<file path="config.mk">
export PLATFORM = sky130hd
export DESIGN_NAME = vc_drain_arbiter
export DESIGN_NICKNAME = d
export VERILOG_FILES = /design/src/rtl/vc_drain_arbiter.sv
export SDC_FILE = /design/constraint.sdc
export NUM_CORES = 1
export LEC_CHECK = 0
export BUFFER_PORTS_ARGS = -buffer_cell sky130_fd_sc_hd__buf_2
export CAP_MARGIN = 20
export CORE_ASPECT_RATIO = 0.6
export CORE_UTILIZATION = 32
export CTS_CLUSTER_DIAMETER = 30
export DETAILED_ROUTE_END_ITERATION = 8
export PLACE_DENSITY = 0.6
export SLEW_MARGIN = 20
export SYNTH_ARGS = -nofsm -noshare
export SYNTH_HDL_FRONTEND = slang
export SYNTH_SLANG_ARGS = --single-unit
</file>
<file path="constraint.sdc">
create_clock -name clk -period 2.95 [get_ports clk]
set_clock_uncertainty 0.15 [all_clocks]
set_input_delay 0.59 -clock clk [delete_from_list [all_inputs] [get_ports clk]]
set_output_delay 0.59 -clock clk [all_outputs]
set_load 0.1 [all_outputs]
</file>
<file path="src/rtl/vc_drain_arbiter.sv">
// vc_drain_arbiter: round-robin drain of four class FIFOs (P0..P3) onto one
// downstream FIFO, one word per cycle, with threshold capture during INIT and
// throttling on the downstream almost-full flag.
module vc_drain_arbiter #(
  parameter int DATA_WIDTH = 12
) (
  input  logic                    clk,
  input  logic                    reset,
  input  logic                    init,
  input  logic [2:0]              umbral_bajo_in,
  input  logic [2:0]              umbral_alto_in,
  output logic [2:0]              umbral_bajo,
  output logic [2:0]              umbral_alto,
  input  logic [3:0]              src_empty,
  input  logic [4*DATA_WIDTH-1:0] src_data,
  output logic [3:0]              src_pop,
  input  logic                    dst_almost_full,
  output logic                    dst_push,
  output logic [DATA_WIDTH-1:0]   dst_data,
  output logic [1:0]              grant_idx,
  output logic [1:0]              state,
  output logic                    idle
);

  typedef enum logic [1:0] {
    ST_RESET  = 2'd0,
    ST_INIT   = 2'd1,
    ST_IDLE   = 2'd2,
    ST_ACTIVE = 2'd3
  } state_t;

  state_t                state_reg;
  state_t                state_next;
  logic [1:0]            ptr_reg;
  logic [2:0]            umbral_bajo_reg;
  logic [2:0]            umbral_alto_reg;
  logic                  dst_push_reg;
  logic [DATA_WIDTH-1:0] dst_data_reg;
  logic [1:0]            grant_idx_reg;

  logic [DATA_WIDTH-1:0] src_word [4];
  logic [1:0]            cand_idx [4];
  logic [3:0]            cand_ok;
  logic                  sel_valid;
  logic [1:0]            sel_idx;
  logic                  any_src;
  logic                  grant;

  // Unpack head words and build the scan order ptr, ptr+1, ... (mod 4).
  generate
    for (genvar gi = 0; gi < 4; gi++) begin : g_scan
      assign src_word[gi] = src_data[gi*DATA_WIDTH +: DATA_WIDTH];
      assign cand_idx[gi] = ptr_reg + 2'(gi);
      assign cand_ok[gi]  = !src_empty[cand_idx[gi]];
    end
  endgenerate

  assign any_src = ~&src_empty;

  // Pick the first non-empty source in rotated order (lowest offset wins).
  always_comb begin
    sel_valid = 1'b0;
    sel_idx   = ptr_reg;
    for (int k = 3; k >= 0; k--) begin
      if (cand_ok[k]) begin
        sel_valid = 1'b1;
        sel_idx   = cand_idx[k];
      end
    end
  end

  // A grant only happens in ACTIVE; reset, init and almost-full all veto it,
  // so a pop never reaches a FIFO during reset or an INIT request.
  assign grant   = (state_reg == ST_ACTIVE) && !reset && !init &&
                   !dst_almost_full && sel_valid;
  assign src_pop = grant ? (4'b0001 << sel_idx) : 4'b0000;

  // Next-state selection for the configuration / drain sequence.
  always_comb begin
    state_next = state_reg;
    case (state_reg)
      ST_RESET:  state_next = ST_INIT;
      ST_INIT:   if (!init) state_next = ST_IDLE;
      ST_IDLE: begin
        if (init)         state_next = ST_INIT;
        else if (any_src) state_next = ST_ACTIVE;
      end
      ST_ACTIVE: begin
        if (init)          state_next = ST_INIT;
        else if (!any_src) state_next = ST_IDLE;
      end
      default:   state_next = ST_RESET;
    endcase
  end

  // State register.
  always_ff @(posedge clk) begin
    if (reset) state_reg <= ST_RESET;
    else       state_reg <= state_next;
  end

  // Thresholds track the inputs while in INIT and are frozen otherwise.
  always_ff @(posedge clk) begin
    if (reset) begin
      umbral_bajo_reg <= 3'd0;
      umbral_alto_reg <= 3'd0;
    end else if (state_reg == ST_INIT) begin
      umbral_bajo_reg <= umbral_bajo_in;
      umbral_alto_reg <= umbral_alto_in;
    end
  end

  // Registered push path: the popped word lands downstream one cycle later.
  always_ff @(posedge clk) begin
    if (reset) begin
      dst_push_reg  <= 1'b0;
      dst_data_reg  <= '0;
      grant_idx_reg <= 2'd0;
      ptr_reg       <= 2'd0;
    end else begin
      dst_push_reg <= grant;
      if (grant) begin
        dst_data_reg  <= src_word[sel_idx];
        grant_idx_reg <= sel_idx;
        ptr_reg       <= sel_idx + 2'd1;
      end
    end
  end

  assign umbral_bajo = umbral_bajo_reg;
  assign umbral_alto = umbral_alto_reg;
  assign dst_push    = dst_push_reg;
  assign dst_data    = dst_data_reg;
  assign grant_idx   = grant_idx_reg;
  assign state       = state_reg;
  assign idle        = (state_reg == ST_IDLE) && (&src_empty);

endmodule
</file>
==> impl_metrics.xml, run 1 <==
<?xml version="1.0" encoding="UTF-8"?>
<metrics>
  <group name="placed_design">
    <metric name="pre_cts_slack" unit="ns">0.205</metric>
    <metric name="io_buffer_count" unit="">89</metric>
    <metric name="place_congestion" unit="">0.684</metric>
    <metric name="dpl_cell_area" unit="µm²">1970</metric>
    <metric name="place_hpwl" unit="mm">2.84</metric>
    <metric name="dp.cells" unit="">282</metric>
  </group>
  <group name="grt">
    <metric name="antenna_found_initial" unit="">0</metric>
    <metric name="grt_pass1_wl" unit="mm">5.69</metric>
    <metric name="number_of_global_route_vias_before_repair" unit="">1252</metric>
    <metric name="grt_start_max_net_pins" unit="">17</metric>
    <metric name="gr-usage-all-layers" unit="">0.162</metric>
    <metric name="globalRoute.totalOverflow" unit="">0</metric>
  </group>
  <group name="critical_path">
    <metric name="worst-path-max-fanout" unit="">7</metric>
    <metric name="r2r.worst_path.cells" unit="">7</metric>
    <metric name="worst_path_largest_cell_delay" unit="ns">0.59</metric>
    <metric name="r2r-start" unit="">ptr_reg[0]</metric>
    <metric name="critical_path_arrival" unit="ns">2.01</metric>
    <metric name="cp_num_cells" unit="">5</metric>
    <metric name="worst_path_max_delay_cell" unit="">sky130_fd_sc_hd__or4_4</metric>
    <metric name="worstSetupPathType" unit="">in -&gt; out</metric>
    <metric name="cp_data_required_time" unit="ns">2.21</metric>
    <metric name="cell_chain_critical_path" unit="">buf_2 &gt; or2_1 &gt; or4_4 &gt; nor3b_4 &gt; buf_12</metric>
    <metric name="worst_setup_path_startpoint" unit="">init</metric>
    <metric name="cp-start-kind" unit="">input pin</metric>
    <metric name="endpoint_kind" unit="">primary output</metric>
    <metric name="critPathTopFamily" unit="">simple AND/OR/NAND/NOR gates</metric>
    <metric name="worst_path_bufs_invs" unit="">2</metric>
  </group>
  <group name="die">
    <metric name="ioPinCount" unit="">90</metric>
    <metric name="num_rows" unit="">17</metric>
    <metric name="die_height" unit="µm">52.6</metric>
    <metric name="placeableCoreArea" unit="µm²">3870</metric>
    <metric name="die-width" unit="µm">86.4</metric>
    <metric name="dieArea" unit="µm²">4540</metric>
    <metric name="initial_cell_density_of_the_core" unit="">0.353</metric>
  </group>
  <group name="detailed_routing">
    <metric name="drc_violation_total_after_the_first_tritonroute_iteration" unit="">24</metric>
    <metric name="drt-pass1-iter-count" unit="">5</metric>
    <metric name="via_per_inst" unit="">4.67</metric>
    <metric name="routed_wirelength" unit="mm">3.54</metric>
    <metric name="route.antenna.remaining_nets" unit="">0</metric>
    <metric name="detail_route.wl_per_cell" unit="µm">12.4</metric>
    <metric name="number_of_vias_in_the_routed_layout" unit="">1337</metric>
    <metric name="remaining_drc_errors" unit="">0</metric>
  </group>
  <group name="cts">
    <metric name="clock_tree.htree_level_count" unit="">1</metric>
    <metric name="clock_tree.root_cell" unit="">sky130_fd_sc_hd__clkbuf_8</metric>
    <metric name="clock_tree_from_tritoncts" unit="">yes</metric>
    <metric name="cts_hold_buf" unit="">0</metric>
    <metric name="cts_buffers" unit="">3</metric>
    <metric name="insertion_delay" unit="ns">0.27</metric>
    <metric name="post-cts-setup-buffers" unit="">0</metric>
    <metric name="path_clk_slew" unit="ns">0.09</metric>
    <metric name="cts_sinks" unit="">25</metric>
    <metric name="cts-root-to-sink-buffers" unit="">2</metric>
    <metric name="post_cts.resized_instances" unit="">0</metric>
  </group>
  <group name="layout">
    <metric name="design.final.nets" unit="">292</metric>
    <metric name="layout.cells.non_filler" unit="">286</metric>
    <metric name="post_route_cells_drive_above_1_share" unit="">0.528</metric>
    <metric name="largest_reg_flops" unit="">12</metric>
    <metric name="antenna-diode-count" unit="">0</metric>
    <metric name="layout-area-overhead-vs-synth" unit="%">47.7</metric>
    <metric name="design_area" unit="µm²">2020</metric>
  </group>
  <group name="power_and_ir_drop">
    <metric name="intPower" unit="W">0.000518</metric>
    <metric name="total_switching_power" unit="W">0.000248</metric>
    <metric name="power.density" unit="nW/µm²">380</metric>
    <metric name="switching_share" unit="">0.324</metric>
    <metric name="clock_power_share" unit="">0.275</metric>
    <metric name="ir_worst_vdd" unit="µV">168</metric>
    <metric name="pwr-share-seq" unit="">0.459</metric>
    <metric name="power.combinational.fraction" unit="">0.265</metric>
    <metric name="p_leak" unit="nW">1.06</metric>
  </group>
  <group name="sta">
    <metric name="worst_slack" unit="ns">0.201</metric>
    <metric name="worst_pin_slew" unit="ns">0.499</metric>
    <metric name="finalSetupViolations" unit="">0</metric>
    <metric name="report.final.slew_viol_count" unit="">0</metric>
    <metric name="final_period_minus_worst_setup_slack" unit="ns">2.75</metric>
    <metric name="report.final.hold_viol_count" unit="">0</metric>
    <metric name="relSlewSlack" unit="">0.670</metric>
    <metric name="final.period_utilization" unit="">0.932</metric>
    <metric name="grt_setup_unrepaired" unit="">no</metric>
    <metric name="fmax" unit="MHz">364</metric>
  </group>
  <group name="synthesis">
    <metric name="synth.net_count" unit="">200</metric>
    <metric name="synth-seq-area-share" unit="">0.366</metric>
    <metric name="async_flop_share" unit="">0</metric>
    <metric name="synth_top_cell_by_area" unit="">sky130_fd_sc_hd__dfxtp_1</metric>
    <metric name="synth_warnings" unit="">0</metric>
    <metric name="number_of_synthesized_flops_with_an_enable_pin" unit="">0</metric>
    <metric name="netlist-cell-type-count" unit="">29</metric>
    <metric name="ys.flop_type" unit="">sky130_fd_sc_hd__dfxtp_1</metric>
    <metric name="ys_top_cells_by_area" unit="">sky130_fd_sc_hd__dfxtp_1, sky130_fd_sc_hd__mux2i_1, sky130_fd_sc_hd__o221ai_2</metric>
    <metric name="yosys_register_bits" unit="">25</metric>
    <metric name="post_synth_instance_area" unit="µm²">1370</metric>
    <metric name="number_of_instances_in_the_synthesized_netlist" unit="">138</metric>
    <metric name="yosysTopAreaCellShare" unit="">0.366</metric>
    <metric name="synthesis.area_per_instance" unit="µm²">9.90</metric>
  </group>
  <group name="flow_run">
    <metric name="cap_viol_max_count" unit="">0</metric>
  </group>
  <group name="min_path">
    <metric name="hold_path_depth" unit="">2</metric>
    <metric name="timing.hold.worst.start" unit="">grant_idx[1]</metric>
    <metric name="holdCritPathClass" unit="">reg -&gt; reg</metric>
  </group>
  <group name="outcome">
    <metric name="run_status" unit="">completed</metric>
  </group>
</metrics>
-- Yosys cell counts (all sizes together), types with 2 or more instances --
| cell | count |
|---|---|
| dfxtp | 25 |
| nor2 | 14 |
| o21ai | 5 |
| clkbuf | 3 |
| nand2 | 6 |
| o221ai | 12 |
| nand3 | 15 |
| inv | 2 |
| buf | 7 |
| nand2b | 3 |
| mux2i | 30 |
| a21oi | 4 |
-- final timing paths --
| check | slack (ns) | endpoint |
|---|---|---|
| worst max-delay path | 0.20 | src_pop[2] |
| worst min register to register | 0.31 | grant_idx[1] |
| worst min-delay path | 0.31 | grant_idx[1] |
| worst max register to register | 0.87 | dst_data[1] |
-- tightest hold or removal path, delay by kind of cell, from the launching register on --
kind / cells / cell delay, ns
AO/OA/AOI/OAI: 1 / 0.05
flip-flops: 1 / 0.32
AND/OR/NAND/NOR: 1 / 0.05
-- cells in the final DEF, fill, tap and decap left out, types with 2 or more instances in the layout --
| master | n |
|---|---|
| sky130_fd_sc_hd__o21ai_0 | 5 |
| sky130_fd_sc_hd__nand2_1 | 5 |
| sky130_fd_sc_hd__nand2b_1 | 2 |
| sky130_fd_sc_hd__buf_4 | 8 |
| sky130_fd_sc_hd__dfxtp_1 | 23 |
| sky130_fd_sc_hd__nor2_4 | 2 |
| sky130_fd_sc_hd__a21oi_1 | 4 |
| sky130_fd_sc_hd__nand3_1 | 15 |
| sky130_fd_sc_hd__nor2_1 | 12 |
| sky130_fd_sc_hd__buf_12 | 4 |
| sky130_fd_sc_hd__o221ai_2 | 9 |
| sky130_fd_sc_hd__dfxtp_2 | 2 |
| sky130_fd_sc_hd__o221ai_1 | 3 |
| sky130_fd_sc_hd__clkbuf_8 | 3 |
| sky130_fd_sc_hd__buf_2 | 85 |
| sky130_fd_sc_hd__inv_1 | 2 |
| sky130_fd_sc_hd__mux2i_1 | 30 |
-- per-layer routing --
layer / global-route usage / routed length [µm] / vias to the layer above
li1: - / - / 690
met1: 0.220 / 1740 / 589
met2: 0.263 / 1510 / 56
met3: 0.0409 / 281 / 2
met4: 0.0250 / 16 / 0
met5: 0 / 0 / -
-- power by group through the flow --
stage,clock [W],sequential (W),combinational [W]
2_1_floorplan,0,0.000421,0.0000772
3_3_place_gp,0,0.000360,0.000203
3_5_place_dp,0,0.000360,0.000205
4_1_cts,0.000221,0.000352,0.000205
5_1_grt,0.000234,0.000353,0.000218
6_report,0.000211,0.000352,0.000203
-- through the flow --
stage | total power, W | hold slack, ns | setup TNS (ns) | utilization
2_1_floorplan | 0.000499 | 0.343 | -0.227 | -
3_3_place_gp | 0.000563 | 0.291 | 0 | 0.509
3_5_place_dp | 0.000565 | 0.298 | 0 | 0.509
4_1_cts | 0.000778 | 0.313 | 0 | 0.521
5_1_grt | 0.000806 | 0.337 | 0 | 0.521
6_report | 0.000766 | 0.312 | 0 | 0.521
-- final cells by class --
| type | instances | area (µm²) |
|---|---|---|
| fillers | 366 | 1850 |
| clock buffers | 3 | 41.3 |
| clock inverters | 1 | 7.51 |
| repair buffers | 97 | 566 |
| multi-input cells | 100 | 806 |
| inverters | 3 | 23.8 |
| well taps | 57 | 71.3 |
| flip-flops and latches | 25 | 503 |
-- logic make-up (layout without fill, tap and decap cells) --
family / Yosys count / in the layout / synth area share
muxes: 30 / 30 / 0.220
buffers and inverters: 13 / 104 / 0.0641
DFF: 25 / 25 / 0.366
xor gates and xnor gates: 1 / 1 / 0.00641
and+or+nand+nor: 45 / 45 / 0.173
AOI/OAI and AO/OA: 24 / 24 / 0.170
(Power assumes the default switching activity.)
==> run 2, diff against run 1 <==
--- a/config.mk
+++ b/config.mk
@@ -5,14 +5,16 @@
 export SDC_FILE = /design/constraint.sdc
 export NUM_CORES = 1
 export LEC_CHECK = 0
-export BUFFER_PORTS_ARGS = -buffer_cell sky130_fd_sc_hd__buf_2
+export BUFFER_PORTS_ARGS = -buffer_cell sky130_fd_sc_hd__buf_4
 export CAP_MARGIN = 20
 export CORE_ASPECT_RATIO = 0.6
 export CORE_UTILIZATION = 32
 export CTS_CLUSTER_DIAMETER = 30
 export DETAILED_ROUTE_END_ITERATION = 8
 export PLACE_DENSITY = 0.6
+export SETUP_SLACK_MARGIN = 0.05
 export SLEW_MARGIN = 20
 export SYNTH_ARGS = -nofsm -noshare
 export SYNTH_HDL_FRONTEND = slang
 export SYNTH_SLANG_ARGS = --single-unit
+export TNS_END_PERCENT = 5
==> impl_metrics.xml, run 2 (synthesis gave the netlist of run 1 again) <==
<?xml version="1.0" encoding="UTF-8"?>
<metrics>
  <group name="outcome">
    <metric name="run_status" unit="">completed</metric>
  </group>
  <group name="placed_design">
    <metric name="dpl_cell_area" unit="µm²">2130</metric>
    <metric name="place_hpwl" unit="mm">3.13</metric>
    <metric name="place_congestion" unit="">0.755</metric>
    <metric name="io_buffer_count" unit="">89</metric>
  </group>
  <group name="detailed_routing">
    <metric name="number_of_vias_in_the_routed_layout" unit="">1370</metric>
    <metric name="routed_wirelength" unit="mm">3.88</metric>
    <metric name="drt-pass1-iter-count" unit="">4</metric>
    <metric name="remaining_drc_errors" unit="">0</metric>
    <metric name="route.antenna.remaining_nets" unit="">0</metric>
    <metric name="drc_violation_total_after_the_first_tritonroute_iteration" unit="">16</metric>
    <metric name="detailroute.wirelength.met3" unit="µm">293</metric>
    <metric name="detail_route.wl_per_cell" unit="µm">13.6</metric>
    <metric name="routedLengthMet1" unit="mm">1.85</metric>
    <metric name="highest-signal-layer" unit="">met4</metric>
    <metric name="routed-wl-met2" unit="mm">1.74</metric>
    <metric name="via_per_inst" unit="">4.79</metric>
  </group>
  <group name="grt">
    <metric name="grt_pass1_wl" unit="mm">6.13</metric>
    <metric name="gr-usage-all-layers" unit="">0.173</metric>
    <metric name="grt_start_max_net_pins" unit="">17</metric>
    <metric name="globalRoute.totalOverflow" unit="">0</metric>
    <metric name="antenna_found_initial" unit="">0</metric>
    <metric name="number_of_global_route_vias_before_repair" unit="">1353</metric>
  </group>
  <group name="cts">
    <metric name="clock_tree.root_cell" unit="">sky130_fd_sc_hd__clkbuf_8</metric>
    <metric name="path_clk_slew" unit="ns">0.09</metric>
    <metric name="post_cts.resized_instances" unit="">0</metric>
    <metric name="cts_buffers" unit="">3</metric>
    <metric name="clock_tree_from_tritoncts" unit="">yes</metric>
    <metric name="insertion_delay" unit="ns">0.27</metric>
    <metric name="clock_tree.htree_level_count" unit="">1</metric>
    <metric name="cts-root-to-sink-buffers" unit="">2</metric>
    <metric name="cts_sinks" unit="">25</metric>
    <metric name="post-cts-setup-buffers" unit="">0</metric>
    <metric name="cts_hold_buf" unit="">0</metric>
  </group>
  <group name="layout">
    <metric name="post_route_cells_drive_above_1_share" unit="">0.524</metric>
    <metric name="design_area" unit="µm²">2180</metric>
    <metric name="finish.utilization" unit="">0.563</metric>
    <metric name="largest_reg_flops" unit="">12</metric>
    <metric name="layout.cells.most_common_list" unit="">sky130_fd_sc_hd__buf_4, sky130_fd_sc_hd__mux2i_1, sky130_fd_sc_hd__dfxtp_1, sky130_fd_sc_hd__nand3_1, sky130_fd_sc_hd__nor2_1</metric>
    <metric name="antenna-diode-count" unit="">0</metric>
    <metric name="design.final.nets" unit="">292</metric>
    <metric name="layout-area-overhead-vs-synth" unit="%">59.5</metric>
    <metric name="layout_commonest_cell" unit="">sky130_fd_sc_hd__buf_4</metric>
  </group>
  <group name="critical_path">
    <metric name="worst_path_largest_cell_delay" unit="ns">0.56</metric>
    <metric name="rr_endpoint" unit="">dst_data[2]</metric>
    <metric name="cp-start-kind" unit="">input pin</metric>
    <metric name="worst_path_max_delay_cell" unit="">sky130_fd_sc_hd__or4_4</metric>
    <metric name="worst-path-max-fanout" unit="">6</metric>
    <metric name="r2r-start" unit="">ptr_reg[0]</metric>
    <metric name="cell_chain_critical_path" unit="">buf_4 &gt; or2_1 &gt; or4_4 &gt; clkinv_8 &gt; and3_1 &gt; buf_4</metric>
    <metric name="endpoint_kind" unit="">primary output</metric>
    <metric name="worstSetupPathType" unit="">in -&gt; out</metric>
    <metric name="regToRegSetupSlack" unit="ns">0.87</metric>
    <metric name="r2r.worst_path.cells" unit="">7</metric>
    <metric name="critical_path_arrival" unit="ns">2.03</metric>
    <metric name="cell_with_the_most_instances_on_the_worst_path" unit="">sky130_fd_sc_hd__buf_4</metric>
    <metric name="cp_data_required_time" unit="ns">2.21</metric>
  </group>
  <group name="sta">
    <metric name="final.period_utilization" unit="">0.940</metric>
    <metric name="finalSetupViolations" unit="">0</metric>
    <metric name="grt_setup_unrepaired" unit="">no</metric>
    <metric name="final_period_minus_worst_setup_slack" unit="ns">2.77</metric>
    <metric name="relSlewSlack" unit="">0.675</metric>
    <metric name="report.final.hold_viol_count" unit="">0</metric>
    <metric name="fmax" unit="MHz">361</metric>
    <metric name="worst_pin_slew" unit="ns">0.488</metric>
    <metric name="report.final.slew_viol_count" unit="">0</metric>
  </group>
  <group name="flow_run">
    <metric name="cap_viol_max_count" unit="">0</metric>
  </group>
  <group name="min_path">
    <metric name="holdCritPathClass" unit="">reg -&gt; reg</metric>
    <metric name="worstHoldEndpoint" unit="">grant_idx[1]</metric>
    <metric name="timing.hold.worst.start" unit="">grant_idx[1]</metric>
    <metric name="hold_path_depth" unit="">2</metric>
  </group>
  <group name="die">
    <metric name="die_height" unit="µm">52.6</metric>
    <metric name="initial_cell_density_of_the_core" unit="">0.353</metric>
    <metric name="dieArea" unit="µm²">4540</metric>
    <metric name="num_rows" unit="">17</metric>
    <metric name="die-width" unit="µm">86.4</metric>
    <metric name="placeableCoreArea" unit="µm²">3870</metric>
    <metric name="ioPinCount" unit="">90</metric>
  </group>
  <group name="power_and_ir_drop">
    <metric name="ir_worst_vdd" unit="µV">150</metric>
    <metric name="p_leak" unit="nW">1.11</metric>
    <metric name="power.density" unit="nW/µm²">365</metric>
  </group>
</metrics>
==> run 2: changes by cell type in the layout (fill, tap and decap cells not counted) <==
cell / delta
sky130_fd_sc_hd__buf_12: -4
sky130_fd_sc_hd__buf_2: -85
sky130_fd_sc_hd__and3_1: +1
sky130_fd_sc_hd__buf_4: +89
sky130_fd_sc_hd__and3_2: -1
==> run 2: metal layers <==
metal / GRT usage / vias up
li1: - / 690
met1: 0.217 / 628
met2: 0.296 / 50
met3: 0.0614 / 2
met4: 0.0194 / 0
met5: 0 / -
==> run 2: where the power goes <==
part / switching, W / total [W] / internal [W]
Combinational: 0.000130 / 0.000233 / 0.000103
Sequential: 0.00000605 / 0.000352 / 0.000346
Clock: 0.000114 / 0.000210 / 0.0000957
==> run 2: per-stage QoR <==
stage               std cells  worst slack [ns]  power, W  TNS [ns]  hold slack (ns)
floorplan                 138            -0.218  0.000499    -0.337            0.343
global placement          282             0.188  0.000590         0            0.294
detailed placement        282             0.176  0.000595         0            0.307
CTS                       286             0.175  0.000805         0            0.329
global route              286             0.128  0.000838         0            0.364
finish                    286             0.178  0.000795         0            0.321
==> run 2: cell type report <==
class / count / area, µm²
fillers: 361 / 1690
well taps: 57 / 71.3
inverters: 3 / 23.8
flip-flops and latches: 25 / 503
multi-input cells: 100 / 805
clock buffers: 3 / 41.3
repair buffers: 97 / 728
clock inverters: 1 / 7.51
==> run 2: worst max-delay path by stage <==
stage	startpoint	endpoint	slack, ns
floorplan	init	src_pop[2]	-0.22
global placement	init	src_pop[0]	0.19
detailed placement	init	src_pop[0]	0.18
CTS	init	src_pop[0]	0.18
global route	init	src_pop[0]	0.13
finish	init	src_pop[0]	0.18
==> run 2: worst max-delay path: cells and delay by family <==
kind                   cells  cell delay [ns]
buffers and inverters      3             0.48
and+or+nand+nor            3             0.95
